File: config.mk
export PLATFORM = sky130hd
export DESIGN_NAME = uparc_ifu_flat
export DESIGN_NICKNAME = d
export VERILOG_FILES = /design/src/rtl/uparc_ifu_if.sv /design/src/rtl/uparc_ifu.sv /design/src/flat_wrapper.sv
export SDC_FILE = /design/constraint.sdc
export NUM_CORES = 1
export LEC_CHECK = 0
export ABC_AREA = 1
export CAP_MARGIN = 30
export CORE_ASPECT_RATIO = 0.7
export CORE_MARGIN = 5
export CORE_UTILIZATION = 40
export DETAILED_ROUTE_END_ITERATION = 10
export PLACE_DENSITY = 0.81
export SETUP_SLACK_MARGIN = 0.5
export SYNTH_ARGS = -nofsm -noshare
export SYNTH_HDL_FRONTEND = slang
export SYNTH_SLANG_ARGS = --single-unit
export TNS_END_PERCENT = 50
File: constraint.sdc
create_clock -name clk -period 1.55 [get_ports clk]
set_clock_uncertainty 0.1 [all_clocks]
set_input_delay 0.155 -clock clk [delete_from_list [all_inputs] [get_ports clk]]
set_output_delay 0.155 -clock clk [all_outputs]
set_load 0.05 [all_outputs]
File: src/rtl/uparc_ifu_if.sv
// Fetch-stage and instruction-bus signals of the uparc instruction fetch unit.
// Widths come from UPARC_ADDR_WIDTH, UPARC_INSTR_WIDTH and UPARC_DATA_WIDTH.
`ifndef UPARC_ADDR_WIDTH
`define UPARC_ADDR_WIDTH 32
`endif
`ifndef UPARC_INSTR_WIDTH
`define UPARC_INSTR_WIDTH 32
`endif
`ifndef UPARC_DATA_WIDTH
`define UPARC_DATA_WIDTH 32
`endif

interface uparc_ifu_if;
    logic [`UPARC_ADDR_WIDTH-1:0]  i_addr;
    logic                          i_rd_cmd;
    logic [`UPARC_INSTR_WIDTH-1:0] o_instr_dat;
    logic                          o_busy;
    logic                          o_err_align;
    logic                          o_err_bus;
    logic [`UPARC_ADDR_WIDTH-1:0]  o_bus_addr;
    logic                          o_bus_rd;
    logic                          i_bus_ready;
    logic [`UPARC_DATA_WIDTH-1:0]  i_bus_rdata;
    logic                          i_bus_rvalid;
    logic                          i_bus_err;

    // master: fetch stage plus memory side; slave: the fetch unit itself
    modport master (
        output i_addr, i_rd_cmd, i_bus_ready, i_bus_rdata, i_bus_rvalid, i_bus_err,
        input  o_instr_dat, o_busy, o_err_align, o_err_bus, o_bus_addr, o_bus_rd
    );
    modport slave (
        input  i_addr, i_rd_cmd, i_bus_ready, i_bus_rdata, i_bus_rvalid, i_bus_err,
        output o_instr_dat, o_busy, o_err_align, o_err_bus, o_bus_addr, o_bus_rd
    );
endinterface

File: src/rtl/uparc_ifu.sv
// Instruction fetch unit: one outstanding bus read per fetch request.
// Optional last-address hit bypass enabled by defining UPARC_IFU_LASTHIT_EN.
`ifndef UPARC_ADDR_WIDTH
`define UPARC_ADDR_WIDTH 32
`endif
`ifndef UPARC_INSTR_WIDTH
`define UPARC_INSTR_WIDTH 32
`endif
`ifndef UPARC_DATA_WIDTH
`define UPARC_DATA_WIDTH 32
`endif

module uparc_ifu (
    input  logic          clk,
    input  logic          nrst,
    uparc_ifu_if.slave    ifu
);
    localparam int AW = `UPARC_ADDR_WIDTH;
    localparam int IW = `UPARC_INSTR_WIDTH;

    typedef enum logic [1:0] {IDLE, REQ, WAIT} state_t;

    state_t          r_state;
    logic [IW-1:0]   r_instr;
    logic [AW-1:0]   r_bus_addr;
    logic            r_bus_rd;
    logic            r_err_align;
    logic            r_err_bus;

    logic            w_aligned;
    logic            w_hit;

    assign w_aligned = (ifu.i_addr[1:0] == 2'b00);

`ifdef UPARC_IFU_LASTHIT_EN
    logic [AW-1:0]   r_tag;
    logic            r_tag_vld;

    assign w_hit = (r_state == IDLE) && ifu.i_rd_cmd && w_aligned &&
                   r_tag_vld && (ifu.i_addr == r_tag);

    always_ff @(posedge clk or negedge nrst) begin
        if (!nrst) begin
            r_tag     <= '0;
            r_tag_vld <= 1'b0;
        end else if (r_state == WAIT) begin
            if (ifu.i_bus_err) begin
                r_tag_vld <= 1'b0;
            end else if (ifu.i_bus_rvalid) begin
                r_tag     <= r_bus_addr;
                r_tag_vld <= 1'b1;
            end
        end
    end
`else
    assign w_hit = 1'b0;
`endif

    always_ff @(posedge clk or negedge nrst) begin
        if (!nrst) begin
            r_state     <= IDLE;
            r_instr     <= '0;
            r_bus_addr  <= '0;
            r_bus_rd    <= 1'b0;
            r_err_align <= 1'b0;
            r_err_bus   <= 1'b0;
        end else begin
            r_err_align <= 1'b0;
            r_err_bus   <= 1'b0;
            case (r_state)
                IDLE: begin
                    if (ifu.i_rd_cmd) begin
                        if (!w_aligned) begin
                            r_err_align <= 1'b1;
                        end else if (!w_hit) begin
                            r_bus_addr <= ifu.i_addr;
                            r_bus_rd   <= 1'b1;
                            r_state    <= REQ;
                        end
                    end
                end
                REQ: begin
                    if (ifu.i_bus_ready) begin
                        r_bus_rd <= 1'b0;
                        r_state  <= WAIT;
                    end
                end
                WAIT: begin
                    // an error response wins over a simultaneous rvalid and yields a NOP
                    if (ifu.i_bus_err) begin
                        r_instr   <= '0;
                        r_err_bus <= 1'b1;
                        r_state   <= IDLE;
                    end else if (ifu.i_bus_rvalid) begin
                        r_instr <= IW'(ifu.i_bus_rdata);
                        r_state <= IDLE;
                    end
                end
                default: begin
                    r_bus_rd <= 1'b0;
                    r_state  <= IDLE;
                end
            endcase
        end
    end

    assign ifu.o_busy      = (ifu.i_rd_cmd && w_aligned && !w_hit) || (r_state != IDLE);
    assign ifu.o_instr_dat = r_instr;
    assign ifu.o_bus_addr  = r_bus_addr;
    assign ifu.o_bus_rd    = r_bus_rd;
    assign ifu.o_err_align = r_err_align;
    assign ifu.o_err_bus   = r_err_bus;

endmodule

File: src/flat_wrapper.sv
// flat-port wrapper written by rule: the top's interface ports become plain ports
module uparc_ifu_flat 
  (clk, nrst, ifu_i_addr, ifu_i_rd_cmd, ifu_i_bus_ready, ifu_i_bus_rdata, ifu_i_bus_rvalid, ifu_i_bus_err, ifu_o_instr_dat, ifu_o_busy, ifu_o_err_align, ifu_o_err_bus, ifu_o_bus_addr, ifu_o_bus_rd);
  uparc_ifu_if ifu_i ();
  input  logic clk;
  input  logic nrst;
  input wire logic [$bits(ifu_i.i_addr)-1:0] ifu_i_addr;
  input wire logic [$bits(ifu_i.i_rd_cmd)-1:0] ifu_i_rd_cmd;
  input wire logic [$bits(ifu_i.i_bus_ready)-1:0] ifu_i_bus_ready;
  input wire logic [$bits(ifu_i.i_bus_rdata)-1:0] ifu_i_bus_rdata;
  input wire logic [$bits(ifu_i.i_bus_rvalid)-1:0] ifu_i_bus_rvalid;
  input wire logic [$bits(ifu_i.i_bus_err)-1:0] ifu_i_bus_err;
  output wire logic [$bits(ifu_i.o_instr_dat)-1:0] ifu_o_instr_dat;
  output wire logic [$bits(ifu_i.o_busy)-1:0] ifu_o_busy;
  output wire logic [$bits(ifu_i.o_err_align)-1:0] ifu_o_err_align;
  output wire logic [$bits(ifu_i.o_err_bus)-1:0] ifu_o_err_bus;
  output wire logic [$bits(ifu_i.o_bus_addr)-1:0] ifu_o_bus_addr;
  output wire logic [$bits(ifu_i.o_bus_rd)-1:0] ifu_o_bus_rd;
  assign ifu_i.i_addr = ifu_i_addr;
  assign ifu_i.i_rd_cmd = ifu_i_rd_cmd;
  assign ifu_i.i_bus_ready = ifu_i_bus_ready;
  assign ifu_i.i_bus_rdata = ifu_i_bus_rdata;
  assign ifu_i.i_bus_rvalid = ifu_i_bus_rvalid;
  assign ifu_i.i_bus_err = ifu_i_bus_err;
  assign ifu_o_instr_dat = ifu_i.o_instr_dat;
  assign ifu_o_busy = ifu_i.o_busy;
  assign ifu_o_err_align = ifu_i.o_err_align;
  assign ifu_o_err_bus = ifu_i.o_err_bus;
  assign ifu_o_bus_addr = ifu_i.o_bus_addr;
  assign ifu_o_bus_rd = ifu_i.o_bus_rd;
  uparc_ifu u_core (.clk(clk), .nrst(nrst), .ifu(ifu_i));
endmodule
# Word level (Yosys, flattened, before mapping)
# Index checks and enable logic that the tools add are counted.
word_totals:
  ff_bits: 69
  input_bits: 70
  out_inout_bits: 68
  elab_cells: 40
op_classes:
  n_eq_ne: 6
  mux: 17
  bitwise_logic: 1
  n_reduce_logical: 10
op_table:
  columns: ["cell", "count"]
  rows:
  - ["32-bit 2-to-1 mux", 2]
  - ["2-bit 2-to-1 mux", 5]
  - ["1-bit 2-to-1 mux", 8]
  - ["4-bit AND reduction", 2]
  - ["2-bit case mux with 3 select lines", 1]
  - ["2-bit zero test", 2]
  - ["2-bit inequality test (second input constant)", 2]
  - ["2-bit nonzero test", 2]
  - ["3-bit inequality test (second input constant)", 1]
  - ["1-bit case mux with 3 select lines", 1]
  - ["3-bit AND reduction", 1]
  - ["2-bit by 1-bit equality test with 1-bit output (second input constant)", 1]
  - ["2-bit equality test (second input constant)", 1]
  - ["2-bit by 1-bit inequality test with 1-bit output (second input constant)", 1]
  - ["2-bit AND reduction", 1]
  - ["1-bit logical AND", 1]
  - ["1-bit logical OR", 1]
  - ["1-bit NOT", 1]

# Longest topological paths before layout
logic_depth:
  ltp_word: 4
  depth_mapped: 6
  ltp_nobuf: 6

# Least setup slack after synthesis
# OpenSTA, ideal clock, no wires.
synth_timing:
  kind: "register to register"
  start: "register u_core.r_state[0]"
  end: "register u_core.r_bus_rd (netlist: u_core.ifu.o_bus_rd)"
  setup_time_ns: 0.065
  arrival_time_ns: 1.146
  t_required_ns: 1.385
  slack_ns: 0.239
  path_stages_with_launch: 6
  n_path_buf: 0
  synth_period_minus_slack_ns: 1.311
  path_cell_list: "dfrtp_1 > nor2_4 > nand2_1 > nand3_1 > nand2_1 > nand2_1"
synth_between:
  elab_chain_cells: 3
  elab_cells_between_ends: 9
  classes_between: "eq/ne (5); mux (1); bitwise (1); reduce/logical (2)"
synth_lines:
  columns: ["item", "line", "text"]
  rows:
  - ["start: declaration", "uparc_ifu.sv:23", "state_t r_state;"]
  - ["start signal: assignment", "uparc_ifu.sv:61", "r_state <= IDLE;"]
  - ["start signal: assignment", "uparc_ifu.sv:78", "r_state <= REQ;"]
  - ["start signal: assignment", "uparc_ifu.sv:85", "r_state <= WAIT;"]
  - ["2-bit by 1-bit equality test with 1-bit output (tied with other cells)", "uparc_ifu.sv:70", "case (r_state)"]
  - ["2-bit inequality test (no line) (tied with other cells)", null, null]
  - ["4-bit AND reduction (no line)", null, null]
  - ["end signal: assignment", "uparc_ifu.sv:64", "r_bus_rd <= 1'b0;"]
  - ["end signal: assignment", "uparc_ifu.sv:77", "r_bus_rd <= 1'b1;"]
  - ["end signal: assignment", "uparc_ifu.sv:84", "r_bus_rd <= 1'b0;"]
  - ["end: declaration", "uparc_ifu.sv:26", "logic r_bus_rd;"]
# Several ways; a longest one is shown, not always the timed one.
# A chain may end at the register's enable or synchronous reset.

# Worst setup path in the final report
layout_timing:
  start: "register u_core.r_state[0]"
  end: "register u_core.r_instr[1] (netlist: u_core.ifu.o_instr_dat[1])"
layout_between:
  elab_chain_cells: 2
layout_lines:
  columns: ["item", "line", "text"]
  rows:
  - ["2-bit equality test", "uparc_ifu.sv:70", null]
  - ["2-bit AND reduction (no line)", null, null]
  - ["end signal: assignment", "uparc_ifu.sv:95", "r_instr <= IW'(ifu.i_bus_rdata);"]
  - ["end: declaration", "uparc_ifu.sv:24", "logic [IW-1:0] r_instr;"]
# No other way between the ends.

==> impl_metrics.env <==
export IMPL_first_pass_iters=4
export IMPL_synth_xor_xnor_area_share=0
export IMPL_intPower_mw=4.41
export IMPL_path_cells="buf_4 -> inv_4 -> nand2_8 -> nor2_8 -> clkbuf_16 -> nand3_1 -> nand2_1"
export IMPL_drtIter0Drc=113
export IMPL_clkTransAtPathRegs_ns=0.07
export IMPL_antenna_found_initial=0
export IMPL_n_antenna_cell=0
export IMPL_cts_tree="done"
export IMPL_path_max_fanout=6
export IMPL_power_per_cell_area_mw_per_mm2=1620
export IMPL_start_kind="flip-flop"
export IMPL_fmax_ghz=0.716
export IMPL_rows=25
export IMPL_critPathMaxStageDelay_ns=0.41
export IMPL_yosys_mux_area_fraction=0
export IMPL_cts_buffer_depth=2
export IMPL_area_delta_synth_final_pct=68.7
export IMPL_dpl_hpwl_um=5590
export IMPL_synth_simple_area_share=0.187
export IMPL_fin_ws_ns=0.154
export IMPL_p_clk_frac=0.219
export IMPL_final_area_mm2=0.00475
export IMPL_crit_path_end_kind="flip-flop"
export IMPL_drt_wl_total_um=8580
export IMPL_comb_power_share=0.451
export IMPL_synth_area_mm2=0.00282
export IMPL_gr_total_overflow=0
export IMPL_p_sw_mw=3.30
export IMPL_crit_type="flip-flop to flip-flop"
export IMPL_ys_ff_latch=69
export IMPL_min_path_type="input pin to flip-flop"
export IMPL_worst_slew_pin_slew_ns=0.372
export IMPL_timing_max_cap_violations=0
export IMPL_yosysSeqAreaShare=0.613
export IMPL_synth_top_family_by_area="simple AND/OR/NAND/NOR gates"
export IMPL_switching_share=0.428
export IMPL_clkLatencyLatePin_ns=0.33
export IMPL_power_mw=7.70
export IMPL_synth_compound_area_share=0.113
export IMPL_drc=0
export IMPL_rsz0062_at_grt="yes"
export IMPL_io_pins=138
export IMPL_avgRoutedWirePerCell_um=15.4
export IMPL_seq_power_share=0.331
export IMPL_final_util=0.700
export IMPL_ctsRootBufferMaster="clkbuf_8"
export IMPL_ir_drop_uv=793
export IMPL_synth_warnings=0
export IMPL_synthesis_instances=298
export IMPL_cts_htree_levels=3
export IMPL_coreArea_mm2=0.00679
export IMPL_place_ws_ns=0.0621
export IMPL_ant_nets=0
export IMPL_vias_per_cell=4.78
export IMPL_slew_headroom=0.752
export IMPL_finalWeightedCongestion=0.799
export IMPL_p_leak_nw=2.46
export IMPL_via_count=2658
export IMPL_worstPathArrival_ns=1.57
export IMPL_status="completed"
export IMPL_worst_path_max_delay_cell="dfrtp_1"
export IMPL_place_port_buffers=137
export IMPL_tns_ns=0
export IMPL_die_w_um=110
export IMPL_grt_max_degree=70
export IMPL_timing_final_hold_violations=0
export IMPL_drive_gt1_frac=0.275
export IMPL_grt_pass1_vias=2603
export IMPL_clkSinkCount=69
export IMPL_slew_violations=0
export IMPL_fin_crit_ns=1.40
export IMPL_synth_fa_ha_area_frac=0
export IMPL_yosys_cell_types_count=18
export IMPL_grt_pass1_wl_um=13300
export IMPL_layout_nets=527
export IMPL_finalSetupViolCount=0
export IMPL_dieHeight_um=80.2
export IMPL_initial_core_util=0.415
export IMPL_place_area_mm2=0.00416
export IMPL_r2r_slack_ns=0.15
export IMPL_grt_usage=0.196
export IMPL_numCtsBuffers=9
export IMPL_worstPathRequired_ns=1.72
export IMPL_period_share=0.901
export IMPL_syn_nets=368
export IMPL_syn_avg_cell_area_um2=9.45
export IMPL_design_die_area_mm2=0.00884
-- layout make-up --
type | count | area, um2
flip-flops and latches | 69 | 1730
inverters | 35 | 134
fillers | 522 | 2040
repair buffers | 166 | 1660
clock inverters | 5 | 81.3
multi-input cells | 176 | 878
clock buffers | 11 | 151
well taps | 94 | 118
-- final timing paths --
path,depth (start not counted),endpoint,start
setup / recovery,7,u_core.ifu.o_instr_dat[1],u_core.r_state[0]
hold / removal,3,u_core.ifu.o_bus_addr[20],ifu_i_addr[20]
setup reg to reg,7,u_core.ifu.o_instr_dat[1],u_core.r_state[0]
hold reg to reg,2,u_core.ifu.o_instr_dat[27],u_core.ifu.o_instr_dat[27]
max in group asynchronous,3,u_core.r_state[1],nrst
min in group asynchronous,3,u_core.ifu.o_bus_addr[6],nrst
-- power groups by stage --
stage / clock, mW / sequential, mW / combinational, mW
floorplan: 0 / 4.14 / 0.493
finish: 1.68 / 2.55 / 3.47
CTS: 1.73 / 2.55 / 3.45
global route: 1.81 / 2.61 / 3.66
detailed placement: 0 / 2.56 / 3.29
global placement: 0 / 2.54 / 3.24
-- flip-flops by register name, indices dropped and copies added, names as in the netlist --
name / cells
u_core.ifu.o_bus_addr: 32
u_core.ifu.o_bus_rd: 1
u_core.ifu.o_err_align: 1
u_core.ifu.o_err_bus: 1
u_core.ifu.o_instr_dat: 32
u_core.r_state: 2
-- synthesized netlist by cell type --
library cell | number | area [um2]
nor2_2 | 1 | 6.26
nand2_1 | 70 | 263
o21ai_1 | 35 | 175
nand3_4 | 1 | 17.5
dfrtp_1 | 69 | 1730
clkbuf_2 | 5 | 25.0
buf_6 | 4 | 45.0
inv_1 | 35 | 131
nand2_4 | 1 | 11.3
o21ai_0 | 27 | 135
nor2_1 | 2 | 7.51
o31ai_1 | 1 | 7.51
nor2_8 | 1 | 20.0
clkbuf_1 | 1 | 3.75
nor2_4 | 2 | 22.5
nand3b_1 | 1 | 7.51
nand3_1 | 34 | 170
buf_2 | 8 | 40.0
-- critical path: cells and delay by family (launching register included) --
| family | cells | cell delay, ns |
|---|---|---|
| and+or+nand+nor | 4 | 0.41 |
| DFF | 1 | 0.41 |
| buffers and inverters | 3 | 0.40 |
-- timing repair --
| action | in CTS | in global routing |
|---|---|---|
| endpoints found under the hold margin | 69 | 0 |
| gates cloned | 4 | 4 |
| setup endpoints to repair | 136 | 137 |
| pin swaps | 2 | 1 |
| hold buffers | 1 | 0 |
| gates resized for setup | 38 | 5 |
| buffers inserted | 10 | 3 |
-- routing by layer --
metal | track usage | vias to the layer above | wire, um
li1 | - | 1281 | -
met1 | 0.257 | 1275 | 3710
met2 | 0.312 | 91 | 4080
met3 | 0.0667 | 11 | 697
met4 | 0.0492 | 0 | 90
met5 | 0 | - | 0
-- cells by family after synthesis --
logic type,Yosys count
AOI/OAI and AO/OA,63
DFF,69
and+or+nand+nor,113
buffers and inverters,53
-- placed cells by master (no fill, tap or decap) --
cell type        instances
clkdlybuf4s50_1         68
buf_6                    6
o21ai_0                  3
nor2_1                   2
inv_1                   34
dfrtp_2                  1
nor2_4                   3
dlygate4sd3_1            1
o21ai_1                 54
buf_12                   7
nand3b_1                 1
clkinvlp_4               1
buf_4                   76
o31ai_1                  1
nand2_1                 69
inv_4                    1
nand3_1                 34
bufinv_16                2
inv_6                    1
o21ai_2                  5
nand3_4                  1
nor2_8                   1
clkbuf_16                3
nand2_8                  1
dfrtp_1                 68
buf_2                    1
clkbuf_8                11
nand2_2                  1
buf_16                   4
clkinv_2                 1
-- stage by stage --
step / cells / hold WS, ns
6_report: 556 / 0.252
5_1_grt: 556 / 0.247
4_1_cts: 549 / 0.234
3_5_place_dp: 518 / 0.113
3_3_place_gp: 518 / 0.103
2_1_floorplan: 298 / -0.241
(Power assumes the default switching activity.)
